[src/rtl/pc_ctrl_unit.sv]
// Program-counter controller for the fetch stage: sequential flow, RV32I branches,
// JAL/JALR, stall, misaligned-target trap and a FENCE drain state machine.
module pc_ctrl_unit #(
   parameter int              XLEN          = 32,
   parameter logic [XLEN-1:0] RESET_VECTOR  = 'h0,
   parameter logic [XLEN-1:0] TRAP_VECTOR   = 'h10,
   parameter int              IALIGN        = 32,
   parameter int              FENCE_TIMEOUT = 64
) (
   input  logic            clk,
   input  logic            reset,
   input  logic            stall,
   input  logic            branch,
   input  logic            jump,
   input  logic            jalr_sel,
   input  logic [2:0]      funct3,
   input  logic            zero,
   input  logic            less_than,
   input  logic            less_than_u,
   input  logic [XLEN-1:0] imm,
   input  logic [XLEN-1:0] alu_target,
   input  logic            fence,
   input  logic            mem_idle,
   output logic [XLEN-1:0] pc_out,
   output logic [XLEN-1:0] next_pc,
   output logic            taken,
   output logic            fence_busy,
   output logic            fence_timeout,
   output logic            misalign_trap,
   output logic [XLEN-1:0] predecessor,
   output logic [XLEN-1:0] successor
);

   localparam int              CW          = (FENCE_TIMEOUT > 1) ? $clog2(FENCE_TIMEOUT) : 1;
   localparam logic [CW-1:0]   CNT_LAST    = CW'(FENCE_TIMEOUT - 1);
   localparam logic [XLEN-1:0] INSTR_BYTES = XLEN'(4);

   typedef enum logic {
      S_RUN,
      S_DRAIN
   } state_t;

   state_t          state_reg, state_next;
   logic [XLEN-1:0] pc_reg, pc_next;
   logic [XLEN-1:0] pred_reg, pred_next;
   logic [XLEN-1:0] succ_reg, succ_next;
   logic [CW-1:0]   cnt_reg, cnt_next;
   logic            trap_reg, trap_next;
   logic            tmo_reg, tmo_next;

   logic            cond;
   logic            taken_c;
   logic            misaligned;
   logic [XLEN-1:0] seq_pc;
   logic [XLEN-1:0] target;

   always_comb begin
      cond = 1'b0;
      case (funct3)
         3'b000:  cond = zero;
         3'b001:  cond = ~zero;
         3'b100:  cond = less_than;
         3'b101:  cond = ~less_than;
         3'b110:  cond = less_than_u;
         3'b111:  cond = ~less_than_u;
         default: cond = 1'b0;
      endcase
   end

   // Redirects are suppressed while draining and on the fence instruction itself.
   assign taken_c = (jump | (branch & cond)) & ~fence & (state_reg == S_RUN);
   assign seq_pc  = pc_reg + INSTR_BYTES;

   always_comb begin
      target = seq_pc;
      if (jump && jalr_sel) begin
         target = {alu_target[XLEN-1:1], 1'b0};
      end else if (taken_c) begin
         target = pc_reg + imm;
      end
   end

   generate
      if (IALIGN == 16) begin : g_align16
         assign misaligned = taken_c & target[0];
      end else begin : g_align32
         assign misaligned = taken_c & (|target[1:0]);
      end
   endgenerate

   always_comb begin
      state_next = state_reg;
      pc_next    = pc_reg;
      pred_next  = pred_reg;
      succ_next  = succ_reg;
      cnt_next   = cnt_reg;
      trap_next  = 1'b0;
      tmo_next   = 1'b0;
      case (state_reg)
         S_RUN: begin
            if (!stall) begin
               if (fence) begin
                  pred_next  = pc_reg;
                  succ_next  = seq_pc;
                  cnt_next   = '0;
                  state_next = S_DRAIN;
               end else if (misaligned) begin
                  pc_next   = TRAP_VECTOR;
                  trap_next = 1'b1;
               end else begin
                  pc_next = target;
               end
            end
         end
         S_DRAIN: begin
            // Stall and new fences are ignored until the memory system drains.
            if (mem_idle) begin
               pc_next    = succ_reg;
               state_next = S_RUN;
            end else if (cnt_reg == CNT_LAST) begin
               pc_next    = succ_reg;
               tmo_next   = 1'b1;
               state_next = S_RUN;
            end else begin
               cnt_next = cnt_reg + CW'(1);
            end
         end
         default: state_next = S_RUN;
      endcase
   end

   always_ff @(posedge clk or negedge reset) begin
      if (!reset) begin
         state_reg <= S_RUN;
         pc_reg    <= RESET_VECTOR;
         pred_reg  <= '0;
         succ_reg  <= '0;
         cnt_reg   <= '0;
         trap_reg  <= 1'b0;
         tmo_reg   <= 1'b0;
      end else begin
         state_reg <= state_next;
         pc_reg    <= pc_next;
         pred_reg  <= pred_next;
         succ_reg  <= succ_next;
         cnt_reg   <= cnt_next;
         trap_reg  <= trap_next;
         tmo_reg   <= tmo_next;
      end
   end

   assign pc_out        = pc_reg;
   assign next_pc       = seq_pc;
   assign taken         = taken_c;
   assign fence_busy    = (state_reg == S_DRAIN);
   assign fence_timeout = tmo_reg;
   assign misalign_trap = trap_reg;
   assign predecessor   = pred_reg;
   assign successor     = succ_reg;

endmodule

[config.mk]
export PLATFORM = sky130hd
export DESIGN_NAME = pc_ctrl_unit
export DESIGN_NICKNAME = d
export VERILOG_FILES = /design/src/rtl/pc_ctrl_unit.sv
export SDC_FILE = /design/constraint.sdc
export NUM_CORES = 1
export LEC_CHECK = 0
export CAP_MARGIN = 10
export CORE_AREA = 2 2 179 181
export CTS_CLUSTER_DIAMETER = 100
export DETAILED_ROUTE_END_ITERATION = 10
export DIE_AREA = 0 0 181 183
export GPL_TIMING_DRIVEN = 0
export PLACE_DENSITY = 0.56
export SLEW_MARGIN = 20
export SYNTH_ARGS = -nofsm -noshare
export SYNTH_HDL_FRONTEND = slang
export SYNTH_SLANG_ARGS = --single-unit
[constraint.sdc]
create_clock -name clk -period 3.5 [get_ports clk]
set_input_delay 0.875 -clock clk [delete_from_list [all_inputs] [get_ports clk]]
set_output_delay 0.875 -clock clk [all_outputs]
set_load 0.05 [all_outputs]
==> run summary <==
status -> completed
clock net sink count -> 103
# placed instances -> 1,502
IO buf count -> 207
main combinational cell family by area after synthesis -> simple AND/OR/NAND/NOR gates
hold_ws -> 0.416 ns
average wire per standard cell -> 21.4 um
Worst setup SP type -> input port
first-pass GRT wire length -> 48,500 um
Worst path top cell family by delay -> compound AO/OA/AOI/OAI gates
post-synth top area cell -> dfrtp_1
final setup TNS -> 0 ns
synthesized cell area -> 7050 um^2
relative slew slack -> 29.4%
Crit path buffers/inverters -> 2
Leak Pwr -> 4.63 nW
Post-synth EDFFs -> 0
Num CTS Buffers -> 9
met1 GRT Util -> 25.8%
most frequent cells in the layout -> 207 x nand2_1, 181 x clkdlybuf4s50_1, 93 x dfrtp_1
Pwr Density -> 901 nW/um^2
Total Power -> 9.46 mW
worst skew pair latency -> 0.36 ns
Yosys top cell area share -> 36.6%
Initial Util -> 22.6%
grt met3 use -> 5.28%
post-route cell area -> 10,500 um^2
share of post-route cells with drive strength above 1 -> 11.6%
Max IR drop VDD -> 0.433 mV
FP Rows -> 65
GRT Residual Overflow -> 0
area share of fa/ha/maj cells after synthesis -> 6.14%
All-Layer GR Usage -> 19.7%
Top Ports -> 210
slowest cell on the critical path -> clkdlybuf4s50_1
routability cong. -> 0.900
Syn Inst Count -> 892
Period minus WS final -> 3.43 ns
RSZ-0062 raised after global routing -> yes
Worst Path Required -> 3.77 ns
final hold vios -> 0
CTS Buffer Depth -> 2
DP Worst Slack -> -1.27 ns
commonest non-fill, non-tap cell in the layout -> nand2_1
DRC errors left -> 0
ys flop type -> dfrtp_1
Nets -> 1,248
final HPWL from detailed placement -> 24,500 um
Min-Delay Path Class -> in2async
Placed Area -> 9690 um^2
vias per inst -> 5.03
Compound-Gate Fraction of Synth Area -> 21.3%
CP max stage delay -> 0.57 ns
crit path max fanout -> 7
DR vias -> 7,761
TritonCTS clock tree -> yes
die width -> 181 um
Die Y-Extent -> 183 um
Setup Viol. Count Final -> 0
mux contribution to synthesized area -> 0.887%
final worst-path cycle share -> 98.1%
yosys warns -> 0
syn nets -> 1,004
vias in the first global route -> 7,698
1st-pass router iterations -> 6
max-slew violation count -> 0
sequential area share after synthesis -> 36.6%
Core ar. -> 31,200 um^2
P&R area growth vs syn -> 48.8%
met2 GRT Util -> 30.9%
initial antenna violation count -> 1
worst setup margin -> 0.0650 ns
CP arrival -> 3.71 ns
Most Used Layer, Global Route -> met2
share of flip-flops with an asynchronous set or reset -> 100%
flops & latches, synth -> 103
pin count of the biggest net entering global routing -> 66
final core utilization -> 33.6%
Post-Layout Cell Count -> 1,543
worst slew pin tran -> 1.06 ns
clk_skew -> 0.0111 ns
Max Freq -> 291 MHz
Max-Cap Viols -> 0
CP cell instances -> clkdlybuf4s50_1 -> ha_4 -> a21o_1 -> a221o_2 -> a221oi_4 -> buf_4 -> nor4_4 -> o31ai_2 -> xnor2_1 -> o21ai_1 -> a221oi_2
H-tree depth -> 3
Post-Syn Area per Cell -> 7.90 um^2
Die Area -> 33,100 um^2
Routed WL -> 33,000 um
Antenna Violating Nets Remaining -> 0
Crit. End Element -> flip-flop
top cells by area, synth -> dfrtp_1 37%, nand2_1 11%, ha_1 5.9%
CTS clk-pin slew, worst paths -> 0.07 ns
Initial DRC Count -> 654
Synth Area in XOR/XNOR -> 6.46%
FILL cells -> 3,325
post-synthesis cell type count -> 61
clock root buffer -> clkbuf_16
simple-gate area share of the yosys netlist -> 24.2%
CTS Hold Bufs -> 0
CP Class -> in2reg
R2R setup slack -> 0.45 ns
-- cell type report --
class,count,area [um^2],area share [%]
multi-input cells,710,4460,42.5
flip-flops and latches,103,2590,24.7
repair buffers,235,2290,21.8
well taps,402,503,4.79
clock buffers,12,246,2.35
plain buffers,46,224,2.13
inverters,31,116,1.11
clock inverters,3,67.6,0.644
diodes,1,2.50,0.0238
-- synth_stat cells, types with 5 or more instances --
cell type,number
nor2_1,71
a21oi_1,59
a31oi_1,13
nand2b_1,10
inv_1,31
nand2_1,208
a211oi_1,17
nand4_1,9
a221oi_1,6
clkbuf_1,39
o21ai_1,5
and3_1,20
or3_1,7
nor3b_1,7
a21boi_0,5
dfrtp_1,103
ha_1,33
xnor2_1,29
o211ai_1,12
and2_1,8
xor2_1,23
nand3_1,17
nor3_1,14
a21o_1,13
o31ai_1,9
o22ai_1,6
o21ai_0,57
-- cell families (layout without fill, tap and decap cells) --
kind of cell	count (synthesis)	after routing
AND/OR/NAND/NOR	385	385
AO/OA/AOI/OAI	233	233
flip-flops	103	103
buffers and inverters	79	327
XOR/XNOR	52	52
adder cells (fa/ha/maj)	34	34
multiplexers	6	6
other	0	1
-- repair_timing --
item | CTS | global route
pin swaps | 8 | 19
setup endpoints to repair | 48 | 39
buffers inserted | 11 | 15
gates resized for setup | 118 | 47
gates cloned | 0 | 1
endpoints found under the hold margin | 0 | 0
-- report_power, final --
part | switching (mW) | leakage, nW | total (mW) | internal, mW
Clock | 0.493 | 0.149 | 1.14 | 0.645
Combinational | 4.08 | 3.18 | 6.16 | 2.08
Sequential | 0.551 | 1.30 | 2.16 | 1.61
-- metal layers --
| layer | vias up | share of wire (%) |
|---|---|---|
| li1 | 3621 | - |
| met1 | 3734 | 44 |
| met2 | 346 | 45 |
| met3 | 60 | 8.5 |
| met4 | 0 | 3.3 |
| met5 | - | 0 |
-- path summary, 6_finish.rpt --
path	startpoint	endpoint	cells after the start
max	imm[10]	pc_out[27]	11
min	reset	predecessor[30]	1
max reg2reg	pc_out[0]	pc_out[28]	11
min reg2reg	predecessor[22]	predecessor[22]	2
max in group asynchronous	reset	pc_out[11]	2
min in group clk	predecessor[22]	predecessor[22]	2
Power figures use the tool's default switching activity.
